===== src/rtl/rf_wb_arbiter_if.sv =====
// rtl/rf_wb_arbiter_if.sv - writeback arbiter bus: ALU/LSU writeback, load issue, RF write port, hazard query
interface rf_wb_arbiter_if #(
    parameter int FIFO_DEPTH = 4
);
    localparam int CW = $clog2(FIFO_DEPTH) + 1;

    logic          alu_wb_valid;
    logic [3:0]    alu_wb_rd;
    logic [63:0]   alu_wb_data;
    logic          alu_stall;

    logic          lsu_issue_valid;
    logic [3:0]    lsu_issue_rd;
    logic          lsu_wb_valid;
    logic [3:0]    lsu_wb_rd;
    logic [63:0]   lsu_wb_data;
    logic          lsu_wb_ready;

    logic          rf_we;
    logic [3:0]    rf_rd_addr;
    logic [63:0]   rf_rd_data;

    logic [3:0]    hz_rs1_addr;
    logic [3:0]    hz_rs2_addr;
    logic [3:0]    hz_rd_addr;
    logic          hz_busy;

    logic [CW-1:0] fifo_count;

    modport master (
        output alu_wb_valid, alu_wb_rd, alu_wb_data,
        output lsu_issue_valid, lsu_issue_rd,
        output lsu_wb_valid, lsu_wb_rd, lsu_wb_data,
        output hz_rs1_addr, hz_rs2_addr, hz_rd_addr,
        input  alu_stall, lsu_wb_ready, rf_we, rf_rd_addr, rf_rd_data,
        input  hz_busy, fifo_count
    );

    modport slave (
        input  alu_wb_valid, alu_wb_rd, alu_wb_data,
        input  lsu_issue_valid, lsu_issue_rd,
        input  lsu_wb_valid, lsu_wb_rd, lsu_wb_data,
        input  hz_rs1_addr, hz_rs2_addr, hz_rd_addr,
        output alu_stall, lsu_wb_ready, rf_we, rf_rd_addr, rf_rd_data,
        output hz_busy, fifo_count
    );
endinterface


===== src/rtl/rf_wb_arbiter.sv =====
// rtl/rf_wb_arbiter.sv - shares the RF write port between ALU writeback and buffered LSU returns
module rf_wb_arbiter #(
    parameter int FIFO_DEPTH   = 4,
    parameter int STARVE_LIMIT = 3
) (
    input  logic          clk,
    input  logic          rst,
    rf_wb_arbiter_if.slave bus
);
    localparam int AW = $clog2(FIFO_DEPTH);
    localparam int CW = AW + 1;
    localparam int SW = $clog2(STARVE_LIMIT + 1);
    localparam logic [CW-1:0] FULL     = CW'(FIFO_DEPTH);
    localparam logic [SW-1:0] SLIM     = SW'(STARVE_LIMIT);
    localparam logic [3:0]    ZERO_REG = 4'd15;

    logic [3:0]    mem_rd   [FIFO_DEPTH];
    logic [63:0]   mem_data [FIFO_DEPTH];
    logic [AW-1:0] wr_ptr_q, rd_ptr_q;
    logic [CW-1:0] count_q, count_d;
    logic [SW-1:0] starve_q, starve_d;
    logic          alu_stall_q, alu_stall_d;
    logic          rf_we_q, rf_we_d;
    logic [3:0]    rf_addr_q, rf_addr_d;
    logic [63:0]   rf_data_q, rf_data_d;
    logic          rf_src_lsu_q;
    logic [15:0]   pending_q, pending_d;
    logic          ready, fifo_empty, push, pop, alu_sel, sel;

    always_comb begin
        ready      = (count_q != FULL);
        fifo_empty = (count_q == '0);
        push       = bus.lsu_wb_valid && ready;
        alu_sel    = bus.alu_wb_valid && !alu_stall_q;
        pop        = !alu_sel && !fifo_empty;
        sel        = alu_sel || pop;
        rf_addr_d  = alu_sel ? bus.alu_wb_rd   : mem_rd[rd_ptr_q];
        rf_data_d  = alu_sel ? bus.alu_wb_data : mem_data[rd_ptr_q];
        rf_we_d    = sel && (rf_addr_d != ZERO_REG);

        count_d = count_q + CW'(push) - CW'(pop);

        starve_d = starve_q;
        if (fifo_empty || pop)
            starve_d = '0;
        else if (starve_q != SLIM)
            starve_d = starve_q + SW'(1);

        // Stall is registered, so it is decided from next-cycle occupancy and wait time
        alu_stall_d = (count_d == FULL) || (starve_d >= SLIM);

        // Clear lands on the RF commit edge; a same-edge issue to that register wins
        pending_d = pending_q;
        if (rf_we_q && rf_src_lsu_q)
            pending_d[rf_addr_q] = 1'b0;
        if (bus.lsu_issue_valid && (bus.lsu_issue_rd != ZERO_REG))
            pending_d[bus.lsu_issue_rd] = 1'b1;
        pending_d[ZERO_REG] = 1'b0;
    end

    always_ff @(posedge clk) begin
        if (push) begin
            mem_rd[wr_ptr_q]   <= bus.lsu_wb_rd;
            mem_data[wr_ptr_q] <= bus.lsu_wb_data;
        end
    end

    always_ff @(posedge clk or posedge rst) begin
        if (rst) begin
            wr_ptr_q     <= '0;
            rd_ptr_q     <= '0;
            count_q      <= '0;
            starve_q     <= '0;
            alu_stall_q  <= 1'b0;
            rf_we_q      <= 1'b0;
            rf_addr_q    <= '0;
            rf_data_q    <= '0;
            rf_src_lsu_q <= 1'b0;
            pending_q    <= '0;
        end else begin
            if (push)
                wr_ptr_q <= wr_ptr_q + AW'(1);
            if (pop)
                rd_ptr_q <= rd_ptr_q + AW'(1);
            count_q      <= count_d;
            starve_q     <= starve_d;
            alu_stall_q  <= alu_stall_d;
            rf_we_q      <= rf_we_d;
            rf_src_lsu_q <= pop;
            if (sel) begin
                rf_addr_q <= rf_addr_d;
                rf_data_q <= rf_data_d;
            end
            pending_q    <= pending_d;
        end
    end

    assign bus.alu_stall    = alu_stall_q;
    assign bus.lsu_wb_ready = ready;
    assign bus.rf_we        = rf_we_q;
    assign bus.rf_rd_addr   = rf_addr_q;
    assign bus.rf_rd_data   = rf_data_q;
    assign bus.fifo_count   = count_q;
    assign bus.hz_busy      = pending_q[bus.hz_rs1_addr] | pending_q[bus.hz_rs2_addr]
                            | pending_q[bus.hz_rd_addr];
endmodule


===== src/flat_wrapper.sv =====
// flat-port wrapper written by rule: the top's interface ports become plain ports
module rf_wb_arbiter_flat 
#(
    parameter int FIFO_DEPTH   = 4,
    parameter int STARVE_LIMIT = 3
)
  (clk, rst, bus_alu_wb_valid, bus_alu_wb_rd, bus_alu_wb_data, bus_lsu_issue_valid, bus_lsu_issue_rd, bus_lsu_wb_valid, bus_lsu_wb_rd, bus_lsu_wb_data, bus_hz_rs1_addr, bus_hz_rs2_addr, bus_hz_rd_addr, bus_alu_stall, bus_lsu_wb_ready, bus_rf_we, bus_rf_rd_addr, bus_rf_rd_data, bus_hz_busy, bus_fifo_count);
  rf_wb_arbiter_if #(.FIFO_DEPTH(FIFO_DEPTH)) bus_i ();
  input  logic clk;
  input  logic rst;
  input wire logic [$bits(bus_i.alu_wb_valid)-1:0] bus_alu_wb_valid;
  input wire logic [$bits(bus_i.alu_wb_rd)-1:0] bus_alu_wb_rd;
  input wire logic [$bits(bus_i.alu_wb_data)-1:0] bus_alu_wb_data;
  input wire logic [$bits(bus_i.lsu_issue_valid)-1:0] bus_lsu_issue_valid;
  input wire logic [$bits(bus_i.lsu_issue_rd)-1:0] bus_lsu_issue_rd;
  input wire logic [$bits(bus_i.lsu_wb_valid)-1:0] bus_lsu_wb_valid;
  input wire logic [$bits(bus_i.lsu_wb_rd)-1:0] bus_lsu_wb_rd;
  input wire logic [$bits(bus_i.lsu_wb_data)-1:0] bus_lsu_wb_data;
  input wire logic [$bits(bus_i.hz_rs1_addr)-1:0] bus_hz_rs1_addr;
  input wire logic [$bits(bus_i.hz_rs2_addr)-1:0] bus_hz_rs2_addr;
  input wire logic [$bits(bus_i.hz_rd_addr)-1:0] bus_hz_rd_addr;
  output wire logic [$bits(bus_i.alu_stall)-1:0] bus_alu_stall;
  output wire logic [$bits(bus_i.lsu_wb_ready)-1:0] bus_lsu_wb_ready;
  output wire logic [$bits(bus_i.rf_we)-1:0] bus_rf_we;
  output wire logic [$bits(bus_i.rf_rd_addr)-1:0] bus_rf_rd_addr;
  output wire logic [$bits(bus_i.rf_rd_data)-1:0] bus_rf_rd_data;
  output wire logic [$bits(bus_i.hz_busy)-1:0] bus_hz_busy;
  output wire logic [$bits(bus_i.fifo_count)-1:0] bus_fifo_count;
  assign bus_i.alu_wb_valid = bus_alu_wb_valid;
  assign bus_i.alu_wb_rd = bus_alu_wb_rd;
  assign bus_i.alu_wb_data = bus_alu_wb_data;
  assign bus_i.lsu_issue_valid = bus_lsu_issue_valid;
  assign bus_i.lsu_issue_rd = bus_lsu_issue_rd;
  assign bus_i.lsu_wb_valid = bus_lsu_wb_valid;
  assign bus_i.lsu_wb_rd = bus_lsu_wb_rd;
  assign bus_i.lsu_wb_data = bus_lsu_wb_data;
  assign bus_i.hz_rs1_addr = bus_hz_rs1_addr;
  assign bus_i.hz_rs2_addr = bus_hz_rs2_addr;
  assign bus_i.hz_rd_addr = bus_hz_rd_addr;
  assign bus_alu_stall = bus_i.alu_stall;
  assign bus_lsu_wb_ready = bus_i.lsu_wb_ready;
  assign bus_rf_we = bus_i.rf_we;
  assign bus_rf_rd_addr = bus_i.rf_rd_addr;
  assign bus_rf_rd_data = bus_i.rf_rd_data;
  assign bus_hz_busy = bus_i.hz_busy;
  assign bus_fifo_count = bus_i.fifo_count;
  rf_wb_arbiter #(.FIFO_DEPTH(FIFO_DEPTH), .STARVE_LIMIT(STARVE_LIMIT)) u_core (.clk(clk), .rst(rst), .bus(bus_i));
endmodule

===== config.mk =====
export PLATFORM = sky130hd
export DESIGN_NAME = rf_wb_arbiter_flat
export DESIGN_NICKNAME = d
export VERILOG_FILES = /design/src/rtl/rf_wb_arbiter_if.sv /design/src/rtl/rf_wb_arbiter.sv /design/src/flat_wrapper.sv
export SDC_FILE = /design/constraint.sdc
export NUM_CORES = 1
export LEC_CHECK = 0
export ABC_CLOCK_PERIOD_IN_PS = 2800
export CAP_MARGIN = 20
export CORE_MARGIN = 5
export CORE_UTILIZATION = 50
export CTS_BUF_LIST = sky130_fd_sc_hd__clkbuf_8
export DETAILED_ROUTE_END_ITERATION = 6
export PLACE_DENSITY = 0.89
export SYNTH_ARGS = -nofsm -noshare
export SYNTH_HDL_FRONTEND = slang
export SYNTH_SLANG_ARGS = --single-unit

===== constraint.sdc =====
create_clock -name clk -period 2.8 [get_ports clk]
set_input_delay 0.28 -clock clk [delete_from_list [all_inputs] [get_ports clk]]
set_output_delay 0.28 -clock clk [all_outputs]
set_load 0.1 [all_outputs]

Word-level counts from Yosys, hierarchy flattened
Memory sizes are Yosys's and may differ from the RTL's.
Cells that the tools add are included.
Widths: inputs -> output; s select.
{ "classes": {"n_eq_ne": 5, "magnitude_cmp": 8, "addsub": 5, "mux": 18, "n_reduce_logical": 15, "bitwise_logic": 5} }
{ "op_table": {"columns": ["op", "n"], "rows": [
  ["$mux 64", 1],
  ["$mux 15", 2],
  ["$lt 4x5->1 const B", 5],
  ["$and 15x15->15", 1],
  ["$not 15->15", 1],
  ["$or 15x15->15", 1],
  ["$bmux 1 s4", 3],
  ["$demux 1 s4", 2],
  ["$ge 4x1->1 const B", 2],
  ["$logic_and 1x1->1", 8],
  ["$ne 4x4->1 const B", 2],
  ["$mux 1", 7],
  ["$add 2x1->2 const B", 3],
  ["$mux 2", 2],
  ["$mux 4", 1],
  ["$add 3x1->3", 1],
  ["$eq 3x3->1 const B", 1],
  ["$logic_not 1->1", 3],
  ["$logic_not 3->1", 1],
  ["$logic_or 1x1->1", 3],
  ["$ne 3x3->1 const B", 1],
  ["$sub 3x1->3", 1],
  ["$ge 2x2->1 const B", 1],
  ["$ne 2x2->1 const B", 1],
  ["$or 1x1->1", 2]
]} }
{ "totals": {"regBits": 95, "mem_bits_rw": 272, "output_inout_bits": 75, "in_bits": 157, "memories": 2, "wordCells": 68} }
{ "mem_list": {"columns": ["name", "words", "width", "read_ports", "rd_ports_with_merged_regs", "wr", "line_no", "source"], "rows": [
  ["u_core.mem_data", 4, 64, 1, 0, 1, "rf_wb_arbiter.sv:18", "logic [63:0] mem_data [FIFO_DEPTH];"],
  ["u_core.mem_rd", 4, 4, 1, 0, 1, "rf_wb_arbiter.sv:17", "logic [3:0] mem_rd [FIFO_DEPTH];"]
]} }

Logic depth before layout (Yosys ltp)
Gate-level depths: netlist (run 1).
{ "logic_depth": {"ltp_word": 9, "depth_mapped": 10} }

Least setup slack after synthesis (run 1)
No wires, ideal clock.
{ "synth_path": {"path_kind": "register to register", "startpoint": "reg u_core.count_q[1] (netlist: u_core.bus.fifo_count[1])", "endpoint": "mem u_core.mem_data[0][0], enable pin", "stages_incl_launch_ff": 4, "path_buffers": 0, "required_ns": 2.366, "t_arrival_ns": 3.756, "path_slack_ns": -1.390, "cell_sequence": "dfrtp_1 > inv_1 > nand3_1 > and3_1"} }
{ "synth_between": {"elab_chain_cells": 4} }
{ "synth_rtl": {"columns": ["element", "line_no", "source"], "rows": [
  ["from (decl)", "rf_wb_arbiter.sv:20", "logic [CW-1:0] count_q, count_d;"],
  ["from (signal assigned)", "rf_wb_arbiter.sv:85", "count_q <= count_d;"],
  ["$ne 3x3->1", "rf_wb_arbiter.sv:31", "ready = (count_q != FULL);"],
  ["via bus_lsu_wb_ready", "flat_wrapper.sv:23", "output wire logic [$bits(bus_i.lsu_wb_ready)-1:0] bus_lsu_wb_ready;"],
  ["$logic_and 1x1->1", "rf_wb_arbiter.sv:33", "push = bus.lsu_wb_valid && ready;"],
  ["$mux 1", "rf_wb_arbiter.sv:62", "if (push) begin"],
  ["$mux 1 (implied by the code)", "rf_wb_arbiter.sv:64", "mem_data[wr_ptr_q] <= bus.lsu_wb_data;"],
  ["to (decl)", "rf_wb_arbiter.sv:18", null]
]} }
The timed path passes the listed nets, and every way through them passes these cells.

Worst setup path in the final report (run 1)
{ "layout_path": {"startpoint": "in bus_hz_rd_addr[0]", "endpoint": "out bus_hz_busy"} }
{ "layout_between": {"elab_chain_cells": 3} }
{ "layout_rtl": {"columns": ["element", "line_no", "source"], "rows": [
  ["from (decl)", "flat_wrapper.sv:21", "input wire logic [$bits(bus_i.hz_rd_addr)-1:0] bus_hz_rd_addr;"],
  ["$bmux 1 s4", "rf_wb_arbiter.sv:105", "| pending_q[bus.hz_rd_addr];"],
  ["$mux 1 (implied by the code)", "rf_wb_arbiter.sv:105", null],
  ["$or 1x1->1", "rf_wb_arbiter.sv:105", null],
  ["to (decl)", "flat_wrapper.sv:27", "output wire logic [$bits(bus_i.hz_busy)-1:0] bus_hz_busy;"]
]} }
Every way passes these cells. The select of a mux whose other input is x is not followed.

==> results of run 1 <==
==> registers in the layout (all words and copies together) (netlist names) <==
register,cells
u_core.bus.alu_stall,1
u_core.bus.fifo_count,3
u_core.bus.rf_rd_addr,4
u_core.bus.rf_rd_data,64
u_core.bus.rf_we,1
u_core.mem_data,256
u_core.mem_rd,16
u_core.pending_q,15
u_core.rd_ptr_q,2
u_core.rf_src_lsu_q,1
u_core.starve_q,2
u_core.wr_ptr_q,2
==> final timing paths <==
check / from / endpoint / cells past startpoint
worst min-delay path: rst / u_core.bus.rf_rd_data[21] / 3
worst max-delay path: bus_hz_rd_addr[0] / bus_hz_busy / 5
max in group asynchronous: rst / u_core.rd_ptr_q[1] / 3
min in group clk: bus_alu_wb_data[2] / u_core.bus.rf_rd_data[2] / 3
worst min register to register: u_core.starve_q[0] / u_core.starve_q[1] / 1
worst max register to register: u_core.bus.fifo_count[1] / u_core.bus.alu_stall / 9
==> critical path: stages <==
cell and delay [ps]:
sky130_fd_sc_hd__clkdlybuf4s50_1 610, sky130_fd_sc_hd__mux4_1 570, sky130_fd_sc_hd__mux4_2 460, sky130_fd_sc_hd__or4_4 440, sky130_fd_sc_hd__buf_12 180
==> metrics by stage <==
stage	instances	power (mW)	util [%]	cell area [um2]
after global routing	1502	23.4	64.1	18400
after global placement	1385	17.8	59.9	17200
final	1503	22.3	64.1	18400
after CTS	1501	22.5	64.1	18300
after floorplan	792	15.4	-	14500
after detailed placement	1385	18.1	59.9	17200
==> power by group through the flow <==
stage	clock network [mW]	registers, mW	logic, mW
global route	4.77	8.55	10.0
finish	4.35	8.37	9.54
CTS	4.49	8.39	9.65
floorplan	0	11.9	3.52
global placement	0	8.41	9.41
detailed placement	0	8.50	9.56
==> cells in the mapped netlist (3+ instances only) <==
library cell               count  area share [%]
sky130_fd_sc_hd__a21oi_1       4            0.14
sky130_fd_sc_hd__inv_1         9            0.23
sky130_fd_sc_hd__mux4_1        3            0.55
sky130_fd_sc_hd__ha_1          6            0.52
sky130_fd_sc_hd__nand2_1      73             1.9
sky130_fd_sc_hd__and3_1        4            0.17
sky130_fd_sc_hd__clkbuf_1     22            0.57
sky130_fd_sc_hd__nor2_1        9            0.23
sky130_fd_sc_hd__mux2i_1      71             4.9
sky130_fd_sc_hd__dfrtp_1      95              16
sky130_fd_sc_hd__mux4_2       75              12
sky130_fd_sc_hd__buf_2        11            0.38
sky130_fd_sc_hd__nand2b_1      5            0.22
sky130_fd_sc_hd__buf_1         4            0.10
sky130_fd_sc_hd__o21ai_0      94             3.3
sky130_fd_sc_hd__edfxtp_1    272              57
sky130_fd_sc_hd__xnor2_1       4            0.24
==> final cells by class <==
class | count | area (um2) | area share, %
multi-input cells | 378 | 3730 | 20.3
well taps | 384 | 480 | 2.62
clock buffers | 69 | 950 | 5.17
repair buffers | 251 | 2380 | 13.0
flip-flops and latches | 367 | 10600 | 57.5
inverters | 9 | 37.5 | 0.204
diodes | 2 | 5.00 | 0.0273
clock inverters | 43 | 214 | 1.17
==> metal layers <==
| metal | vias to the layer above | routed length, um | track usage [%] | part of all wire (%) |
|---|---|---|---|---|
| met1 | 4118 | 12300 | 24.3 | 40 |
| met5 | - | 25 | 0 | 0.082 |
| met3 | 50 | 2320 | 5.46 | 7.6 |
| met2 | 295 | 15400 | 31.5 | 50 |
| met4 | 4 | 592 | 4.85 | 1.9 |
| li1 | 3691 | - | - | - |
==> what timing repair did <==
| action | in CTS | in global routing |
|---|---|---|
| pin swaps | 0 | 3 |
| setup endpoints to repair | 1 | 1 |
| gates resized for setup | 3 | 1 |
| buffers inserted | 4 | 0 |
==> cells by family after synthesis <==
group	after synthesis
AOI/OAI and AO/OA	108
buffers and inverters	47
adders and majority gates	7
DFF	367
and+or+nand+nor	108
muxes	150
xor gates and xnor gates	5
==> reports/summary.txt, run 1 <==
STA
----------------------------------------------------------------------------------------------------
Skew final                                                                                   26.4 ps
Time the worst path needs with I/O delays and setup                                          2830 ps
Period Utilization, post-route                                                                  101%
Relative max-transition margin                                                                 46.2%
Smallest hold slack                                                                           230 ps
Setup TNS                                                                                   -28.9 ps
Hold violation count in the final report                                                           0
Worst-margin pin slew                                                                         807 ps
RSZ-0062 raised after global routing                                                            true
Number of setup violations in the final report                                                     1
Final worst-path setup slack                                                                -28.9 ps
Maximum clock frequency                                                                      353 MHz
Final Max Slew Viols                                                                               0

DETAILED ROUTING
----------------------------------------------------------------------------------------------------
Via-per-instance ratio                                                                          5.43
Total routed wirelength                                                                    30,600 um
Count of antenna-violating nets left after detailed routing                                        0
Remaining routing DRC violations                                                                   0
Count of TritonRoute iterations in the first routing pass                                          5
Routed WL per cell                                                                           20.3 um
Iteration-0 DRC Markers                                                                          497
Vias post-DR                                                                                   8,158

LAYOUT
----------------------------------------------------------------------------------------------------
Most common cell after layout, fill and taps aside                                      sky130_fd_sc_hd__edfxtp_1
Final net count                                                                                1,230
Count of fill cells added during filler insertion                                              1,928
Proportion of layout cells with a drive suffix above 1                                         24.4%
Commonest cells after routing, fill and taps aside                                      sky130_fd_sc_hd__edfxtp_1, sky130_fd_sc_hd__clkdlybuf4s50_1, sky130_fd_sc_hd__o21ai_0, sky130_fd_sc_hd__dfrtp_1, sky130_fd_sc_hd__buf_4
Layout overhead on the synthesized area                                                        27.3%

WORST SETUP PATH
----------------------------------------------------------------------------------------------------
Critical path capture point type                                                        primary output
WP data required                                                                             2520 ps
CP Class                                                                                      in2out
Setup slack of the most critical reg-to-reg path                                              440 ps
Worst Path Max Fanout                                                                              5
Element type at the critical path start                                                 primary input
Data arrival, critical path                                                                  2550 ps

DIE
----------------------------------------------------------------------------------------------------
Full die area                                                                             0.0323 mm2
Floorplan core area                                                                       0.0286 mm2
Vertical extent of the die                                                                    180 um
Number of cell rows                                                                               62
Initial Utilization                                                                            50.4%
Die Width                                                                                     180 um
Number of ports placed on the die boundary                                                       232

YOSYS
----------------------------------------------------------------------------------------------------
Share of flip-flops with an asynchronous set or reset after synthesis                          25.9%
Portion of netlist area occupied by mux cells                                                  17.3%
Yosys synthesis warning count                                                                      0
Total standard cell area after synthesis                                                  0.0144 mm2
Most instantiated flip-flop cell in the synthesis netlist                               sky130_fd_sc_hd__edfxtp_1
Synth Net Count                                                                                  956
Combinational family with the most area after synthesis                                 multiplexers
Synth Area in Compound Gates                                                                   4.02%
Xor and xnor area share after synthesis                                                       0.304%
Number of flops mapped to enable cells by yosys                                                  272
Flops & latches, synth                                                                           367
Seq/Total Area, Yosys                                                                          73.1%
Synth Area per Inst                                                                         18.2 um2
Adder-cell share of the synthesized area                                                      0.659%
Number of unique standard cell types used by synthesis                                            39
Gate count of the mapped netlist                                                                 792
Basic-gate share of the synthesized area counting and, or, nand and nor cells                  3.30%

GLOBAL ROUTE
----------------------------------------------------------------------------------------------------
Overall fraction of global-route tracks in use                                                 18.7%
Largest net degree at the start of global routing                                                 96
Number of antenna violations at the first check in global routing                                  3
Via count of the first global-routing pass                                                     8,651
Global-route wire length before repair                                                     48,500 um
Grt ovf                                                                                            0

POWER AND IR DROP
----------------------------------------------------------------------------------------------------
Clock network fraction of total power                                                          19.5%
Portion of total power attributed to sequential cells                                          37.6%
Internal power contribution                                                                  12.8 mW
Maximum resistive drop on vdd                                                                1180 uV
Leakage power figure                                                                         6.59 nW
Combinational cell fraction of total power                                                     42.9%
Net Sw Frac                                                                                    42.4%
Power per standard cell area                                                             1210 mW/mm2
Sw Pwr                                                                                       9.44 mW

OUTCOME
----------------------------------------------------------------------------------------------------
Run status                                                                              finished with violations
Failing checks                                                                          setup timing

CTS
----------------------------------------------------------------------------------------------------
TritonCTS clock tree                                                                             yes
Count of hold buffers inserted by post-cts repair                                                  0
Number of H-tree branching levels                                                                  2
Clock buffer depth                                                                                 3
Total clock buffers created by CTS                                                                59
Clock network latency to the later pin of the worst-skew pair                                 580 ps
Number of clock sinks                                                                            367
Clk root buf                                                                            sky130_fd_sc_hd__clkbuf_8
Clock-pin slew reported for the worst setup and hold paths after clock tree synthesis          60 ps

PLACE
----------------------------------------------------------------------------------------------------
DPL Wire Length                                                                            19,200 um
Port Buf Inserts                                                                                 231
Pre-CTS setup slack                                                                         -66.1 ps
Last weighted congestion value of the routability-driven placer                                0.849

HOLD PATH
----------------------------------------------------------------------------------------------------
Tightest Hold Check Type                                                                    in2async

FLOW RUN
----------------------------------------------------------------------------------------------------
Max-capacitance violation count                                                                    0

No activity file was read; power rests on OpenSTA's default activity.
==> run 2: changes to the inputs <==
ABC_CLOCK_PERIOD_IN_PS = 3100   (was 2800)
CORE_UTILIZATION = 52   (was 50)
clock period = 3.1 ns   (was 2.8 ns; I/O delays follow)
==> run 2 against run 1 <==
The flow now finishes without violations. Flip-flop and latch count unchanged. Count of clock-buffer cells in the layout fell by 4. Global-route usage grew 1.9 points. Critical path depth shrank 1. Power shrank 8.9%. Combinational power shrank 7.7%. Hold slack worse by 100 ps. Clock power decreased by 9.7%. Sequential share of layout area fell by 0.29 points. Via count up 1.5%. Utilization up 2.8 points. Critical endpoint unchanged. Highest routed layer unchanged.
==> reports/summary.txt, run 2 (synthesis results as in run 1) <==
LAYOUT
----------------------------------------------------------------------------------------------------
Most common cell after layout, fill and taps aside                                      sky130_fd_sc_hd__edfxtp_1
Max reg flops                                                                                    256   unchanged
Largest Register                                                                        u_core.mem_data
Proportion of layout cells with a drive suffix above 1                                         18.5%   -5.8 points
Commonest cells after routing, fill and taps aside                                      sky130_fd_sc_hd__edfxtp_1, sky130_fd_sc_hd__clkdlybuf4s50_1, sky130_fd_sc_hd__o21ai_0, sky130_fd_sc_hd__dfrtp_1, sky130_fd_sc_hd__mux4_2
Count of fill cells added during filler insertion                                              1,800   -6.6%
Utilization after layout                                                                       66.9%   +2.8 points
Total area of sequential cells                                                            0.0106 mm2   about the same
Final net count                                                                                1,227   -0.24%
Footprint of the multi-input gates                                                       0.00373 mm2   about the same
Layout overhead on the synthesized area                                                        27.8%
Fin cells                                                                                      1,491   -0.80%

OUTCOME
----------------------------------------------------------------------------------------------------
Run status                                                                              finished clean

DIE
----------------------------------------------------------------------------------------------------
Number of ports placed on the die boundary                                                       232   unchanged
Full die area                                                                             0.0312 mm2   -3.6%
Floorplan core area                                                                       0.0276 mm2   -3.7%
Vertical extent of the die                                                                    177 um   -1.8%
Number of cell rows                                                                               61   -1.6%
Die Width                                                                                     177 um   -1.8%
Initial Utilization                                                                            52.4%   +2.0 points

CTS
----------------------------------------------------------------------------------------------------
Count of hold buffers inserted by post-cts repair                                                  0   unchanged
Clock-pin slew reported for the worst setup and hold paths after clock tree synthesis          60 ps   about the same
Number of H-tree branching levels                                                                  2   unchanged
Clock network latency to the later pin of the worst-skew pair                                 580 ps   about the same
TritonCTS clock tree                                                                             yes
Total clock buffers created by CTS                                                                57   -3.4%
Number of clock sinks                                                                            367   unchanged
Number of gates resized after CTS                                                                  0   -3
Buffer count from post-CTS setup fixing                                                            0   -4
Clk root buf                                                                            sky130_fd_sc_hd__clkbuf_8
Clock buffer depth                                                                                 3   unchanged

DETAILED ROUTING
----------------------------------------------------------------------------------------------------
Total routed wirelength                                                                    32,200 um   +5.3%
Remaining routing DRC violations                                                                   0   unchanged
Routed WL per cell                                                                           21.6 um   +6.2%
Count of TritonRoute iterations in the first routing pass                                          5   unchanged
Via-per-instance ratio                                                                          5.55   +2.3%
Count of antenna-violating nets left after detailed routing                                        0   unchanged
Iteration-0 DRC Markers                                                                          591   +19%
Vias post-DR                                                                                   8,282   +1.5%

WORST SETUP PATH
----------------------------------------------------------------------------------------------------
Critical path capture point type                                                        primary output
Startpoint of the lowest-slack register-to-register path                                u_core.bus.fifo_count[1]
WP data required                                                                             2790 ps   +270 ps
Slowest Stage Delay on Critical Path                                                          520 ps   -90 ps
Ordered cell list for the critical path                                                 mux4_1 -> mux4_2 -> or4_1 -> buf_12
CP Class                                                                                     reg2out
Data arrival, critical path                                                                  2640 ps   +90 ps
Worst r2r path cells                                                                               5   -4
Critical Path Start                                                                     u_core.pending_q[12]
Setup slack of the most critical reg-to-reg path                                              650 ps   +210 ps
Element type at the critical path start                                                         flop
FF-to-FF End                                                                            u_core.bus.rf_rd_data[35]
Slowest cell on the critical path                                                       sky130_fd_sc_hd__mux4_1
Worst Path Max Fanout                                                                              4   -1

GLOBAL ROUTE
----------------------------------------------------------------------------------------------------
Number of antenna violations at the first check in global routing                                  4   +1
Via count of the first global-routing pass                                                     8,903   +2.9%
Overall fraction of global-route tracks in use                                                 20.7%   +1.9 points
Largest net degree at the start of global routing                                                 73   -24%
Grt ovf                                                                                            0   unchanged
Global-route wire length before repair                                                     49,600 um   +2.4%

POWER AND IR DROP
----------------------------------------------------------------------------------------------------
Clock network fraction of total power                                                          19.4%   about the same
Maximum resistive drop on vdd                                                                 864 uV   -27%
Sw Pwr                                                                                       8.62 mW   -8.8%
Portion of total power attributed to sequential cells                                          37.2%   -0.4 points
Power per standard cell area                                                             1100 mW/mm2   -9.3%
Leakage power figure                                                                         6.53 nW   -0.91%
Internal power contribution                                                                  11.7 mW   -9.0%
Combinational cell fraction of total power                                                     43.5%   +0.6 points
Net Sw Frac                                                                                    42.5%   +0.069 points

STA
----------------------------------------------------------------------------------------------------
Worst-margin pin slew                                                                        1000 ps   +196 ps
Setup TNS                                                                                       0 ps   +28.9 ps
RSZ-0062 raised after global routing                                                           false
Number of setup violations in the final report                                                     0   -1
Final Max Slew Viols                                                                               0   unchanged
Skew final                                                                                   18.8 ps   -7.54 ps
Relative max-transition margin                                                                 32.9%   -13 points
Maximum clock frequency                                                                      339 MHz
Hold violation count in the final report                                                           0   unchanged
Period Utilization, post-route                                                                 95.1%
Time the worst path needs with I/O delays and setup                                          2950 ps

HOLD PATH
----------------------------------------------------------------------------------------------------
Tightest Hold Check Type                                                                    in2async

PLACE
----------------------------------------------------------------------------------------------------
Cell Count Post-Placement                                                                      1,382   -0.22%
Port Buf Inserts                                                                                 231   unchanged
Last weighted congestion value of the routability-driven placer                                0.877   +3.3%
DPL Wire Length                                                                            20,900 um   +8.7%

FLOW RUN
----------------------------------------------------------------------------------------------------
Max-capacitance violation count                                                                    0   unchanged

-- run 2: cell types whose count changed in the layout (fill, tap and decap cells not counted), moves of 4 or more --
cell                              delta
sky130_fd_sc_hd__clkdlybuf4s50_1    +60
sky130_fd_sc_hd__buf_4              -59
sky130_fd_sc_hd__clkinv_1            -8
sky130_fd_sc_hd__clkbuf_8            -4
-- run 2: worst max-delay path by stage --
| stage | slack (ps) | endpoint |
|---|---|---|
| global placement | 200 | bus_hz_busy |
| detailed placement | 190 | bus_hz_busy |
| floorplan | 30 | u_core.bus.alu_stall |
| global route | 110 | bus_hz_busy |
| CTS | 150 | bus_hz_busy |
| finish | 150 | bus_hz_busy |
-- run 2: per-stage QoR --
step / cell area, um2 / setup WS [ps] / hold WS [ps] / power [mW]
after floorplan: 14400 / 32.4 / 409 / 13.9
after global placement: 17300 / 202 / 454 / 16.2
after detailed placement: 17300 / 193 / 469 / 16.5
after CTS: 18400 / 149 / 110 / 20.4
after global routing: 18400 / 107 / 138 / 21.2
final: 18400 / 153 / 126 / 20.3
-- run 2: cell type report --
type	count	area share, %
antenna	1	0.0136
clock inverter	43	1.33
sequential	367	57.2
timing repair buffer	250	13.6
tap	378	2.56
clock buffer	65	4.85
multi-input combinational	378	20.2
inverter	9	0.197
-- run 2: critical path, delay by kind of cell, from the launching register on --
kind	cells	cell delay, ps
buffers and inverters	1	200
AND/OR/NAND/NOR	1	470
multiplexers	2	970
flip-flops	1	430
-- run 2: power groups by stage --
stage               Sequential, mW  Clock [mW]  Combinational (mW)
finish                        7.54        3.93                8.81
global route                  7.69        4.25                9.25
CTS                           7.55        3.99                8.90
detailed placement            7.63           0                8.85
global placement              7.53           0                8.69
floorplan                     10.7           0                3.18
-- run 2: per-layer routing --
metal  track usage (%)  vias to the layer above  wire length, um  part of all wire [%]
met2              34.7                      354            16200                    50
met5                 0                        -               39                  0.12
li1                  -                     3683                -                     -
met1              26.9                     4170            12700                    39
met4              5.74                        6              680                   2.1
met3              5.70                       69             2550                   7.9
==> run 3: changes to the inputs <==
ABC_CLOCK_PERIOD_IN_PS = 2370   (was 3100)
CORE_UTILIZATION = 50   (was 52)
clock period = 2.37 ns   (was 3.1 ns; I/O delays follow)
==> run 3 against run 2 <==
The flow now finishes with violations (setup timing). Cell count is 0.87% higher. Final area is 0.76% higher. Sequential share of layout area is 0.41 points lower. Routed wire length is 0.55% lower. Register-to-register slack worse by 530 ps. Combinational power is 33% higher. Critical path depth stayed put. Hold slack better by 98 ps. Utilization is 2.0 points lower. Critical path type unchanged.
==> reports/summary.txt, run 3 (synthesis results as in run 1) <==
OUTCOME
----------------------------------------------------------------------------------------------------
Run status                                                                              finished with violations
Failing checks                                                                          setup timing

WORST SETUP PATH
----------------------------------------------------------------------------------------------------
Top cell family by delay on the critical path                                           multiplexers
Slowest Stage Delay on Critical Path                                                          500 ps   -20 ps
Critical path capture point type                                                        primary output
Ordered cell list for the critical path                                                 mux4_1 -> mux4_2 -> or4_4 -> buf_12
Element type at the critical path start                                                         flop
Sum of buffers and inverters on the critical path                                                  1   unchanged
Data arrival, critical path                                                                  2540 ps   -100 ps
CP Class                                                                                     reg2out
WP data required                                                                             2130 ps   -660 ps
Slowest cell on the critical path                                                       sky130_fd_sc_hd__mux4_1
Worst Path Max Fanout                                                                              4   unchanged

STA
----------------------------------------------------------------------------------------------------
Maximum clock frequency                                                                      360 MHz
Period Utilization, post-route                                                                  117%
Hold violation count in the final report                                                           0   unchanged
Worst-margin pin slew                                                                         700 ps   -304 ps
Final Max Slew Viols                                                                               0   unchanged
Time the worst path needs with I/O delays and setup                                          2780 ps
Relative max-transition margin                                                                 53.4%   +20 points
Final worst-path setup slack                                                                 -407 ps   -560 ps
Skew final                                                                                   24.8 ps   +5.94 ps
RSZ-0062 raised after global routing                                                            true
Number of setup violations in the final report                                                     1   +1

POWER AND IR DROP
----------------------------------------------------------------------------------------------------
Leakage power figure                                                                         6.66 nW   +2.1%
Power per standard cell area                                                             1450 mW/mm2   +31%
Maximum resistive drop on vdd                                                                1440 uV   +66%
Internal power contribution                                                                  15.6 mW   +34%
Portion of total power attributed to sequential cells                                          36.2%   -1.0 points
Final Power                                                                                  26.9 mW   +32%
Clock network fraction of total power                                                          20.2%   +0.8 points
Combinational cell fraction of total power                                                     43.7%   +0.2 points
Net Sw Frac                                                                                    41.9%   -0.59 points
Sw Pwr                                                                                       11.3 mW   +31%

PLACE
----------------------------------------------------------------------------------------------------
Port Buf Inserts                                                                                 231   unchanged
Last weighted congestion value of the routability-driven placer                                0.849   -3.2%
DPL Wire Length                                                                            21,100 um   +1.3%

GLOBAL ROUTE
----------------------------------------------------------------------------------------------------
Grt ovf                                                                                            0   unchanged
Overall fraction of global-route tracks in use                                                 19.7%   -0.93 points
Via count of the first global-routing pass                                                     8,813   -1.0%
Number of antenna violations at the first check in global routing                                  2   -2
Global-route wire length before repair                                                     50,400 um   +1.7%
Largest net degree at the start of global routing                                                 75   +2.7%

DETAILED ROUTING
----------------------------------------------------------------------------------------------------
Iteration-0 DRC Markers                                                                          566   -4.2%
Remaining routing DRC violations                                                                   0   unchanged
Routed WL per cell                                                                           21.3 um   -1.4%
Count of TritonRoute iterations in the first routing pass                                          5   unchanged
Total routed wirelength                                                                    32,000 um   -0.55%
Vias post-DR                                                                                   8,152   -1.6%
Via-per-instance ratio                                                                          5.42   -2.4%
Count of antenna-violating nets left after detailed routing                                        0   unchanged

DIE
----------------------------------------------------------------------------------------------------
Full die area                                                                             0.0323 mm2   +3.8%
Initial Utilization                                                                            50.4%   -2.0 points
Number of ports placed on the die boundary                                                       232   unchanged
Die Width                                                                                     180 um   +1.9%
Vertical extent of the die                                                                    180 um   +1.9%
Number of cell rows                                                                               62   +1.6%
Floorplan core area                                                                       0.0286 mm2   +3.9%

CTS
----------------------------------------------------------------------------------------------------
Clk root buf                                                                            sky130_fd_sc_hd__clkbuf_8
TritonCTS clock tree                                                                             yes
Total clock buffers created by CTS                                                                55   -3.5%
Clock buffer depth                                                                                 3   unchanged
Clock-pin slew reported for the worst setup and hold paths after clock tree synthesis          60 ps   about the same
Clock network latency to the later pin of the worst-skew pair                                 570 ps   about the same
Number of clock sinks                                                                            367   unchanged
Number of H-tree branching levels                                                                  2   unchanged

LAYOUT
----------------------------------------------------------------------------------------------------
Proportion of layout cells with a drive suffix above 1                                         26.4%   +7.8 points
Largest Register                                                                        u_core.mem_data
Commonest cells after routing, fill and taps aside                                      sky130_fd_sc_hd__edfxtp_1, sky130_fd_sc_hd__clkdlybuf4s50_1, sky130_fd_sc_hd__o21ai_0, sky130_fd_sc_hd__buf_4, sky130_fd_sc_hd__dfrtp_1
Most common cell after layout, fill and taps aside                                      sky130_fd_sc_hd__edfxtp_1
Max reg flops                                                                                    256   unchanged
Utilization after layout                                                                       64.9%   -2.0 points
Layout overhead on the synthesized area                                                        28.8%
Final net count                                                                                1,236   +0.73%

HOLD PATH
----------------------------------------------------------------------------------------------------
Tightest Hold Check Type                                                                      in2reg

FLOW RUN
----------------------------------------------------------------------------------------------------
Max-capacitance violation count                                                                    0   unchanged

==> run 3: cell count changes in the layout (fill, tap and decap cells not counted), moves of 4 or more <==
| cell | change |
|---|---|
| sky130_fd_sc_hd__bufinv_16 | +4 |
| sky130_fd_sc_hd__buf_4 | +63 |
| sky130_fd_sc_hd__inv_1 | -13 |
| sky130_fd_sc_hd__clkdlybuf4s50_1 | -60 |
| sky130_fd_sc_hd__clkinv_2 | +6 |
| sky130_fd_sc_hd__buf_12 | +7 |
==> run 3: layout make-up <==
cell class	count	area, um2
diodes	1	2.50
clock buffers	62	853
clock inverters	42	344
fillers	1891	10000
inverters	9	37.5
multi-input cells	378	3780
flip-flops and latches	367	10600
well taps	384	480
repair buffers	261	2530
==> run 3: per-stage QoR <==
step | cells | hold WS (ps) | worst slack, ps | TNS [ps] | area [um2]
floorplan | 792 | 336 | -192 | -208 | 14500
global placement | 1391 | 448 | -335 | -335 | 17300
detailed placement | 1391 | 470 | -358 | -358 | 17300
CTS | 1503 | 174 | -449 | -449 | 18600
global route | 1504 | 192 | -520 | -520 | 18600
finish | 1504 | 225 | -407 | -407 | 18600
==> run 3: timing repair <==
action / in CTS / in global routing
resized for setup: 2 / 0
pin swaps: 0 / 0
endpoints found under the setup margin: 1 / 1
hold endpoints to repair: 10 / 0
buffers inserted: 7 / 0
hold buffers: 1 / 0
==> run 3: power groups by stage <==
stage / registers (mW) / logic (mW) / clock network, mW
final: 9.72 / 11.7 / 5.42
after global routing: 9.90 / 12.3 / 5.88
after global placement: 9.71 / 11.5 / 0
after CTS: 9.73 / 11.9 / 5.57
after detailed placement: 9.87 / 11.7 / 0
after floorplan: 14.1 / 4.28 / 0
==> run 3: final timing paths <==
path	startpoint	endpoint	slack [ps]	depth (start not counted)
setup / recovery	u_core.pending_q[13]	bus_hz_busy	-410	4
hold / removal	bus_alu_wb_data[16]	u_core.bus.rf_rd_data[16]	220	3
setup reg to reg	u_core.bus.fifo_count[2]	u_core.bus.alu_stall	120	9
hold reg to reg	u_core.starve_q[0]	u_core.starve_q[1]	480	1
max in group asynchronous	rst	u_core.bus.fifo_count[2]	1220	4
min in group asynchronous	rst	u_core.bus.rf_rd_data[33]	570	3
==> run 3: tightest hold or removal path, stage by stage <==
cell and delay [ps]:
sky130_fd_sc_hd__clkdlybuf4s50_1 400, sky130_fd_sc_hd__nand2_1 50, sky130_fd_sc_hd__o21ai_0 60
==> run 3: metal layers <==
layer,up-vias,wire length (um),GRT usage (%)
met5,-,13,0
met4,2,647,4.97
met3,48,2360,5.25
met2,268,16300,33.6
met1,4141,12700,25.6
li1,3693,-,-
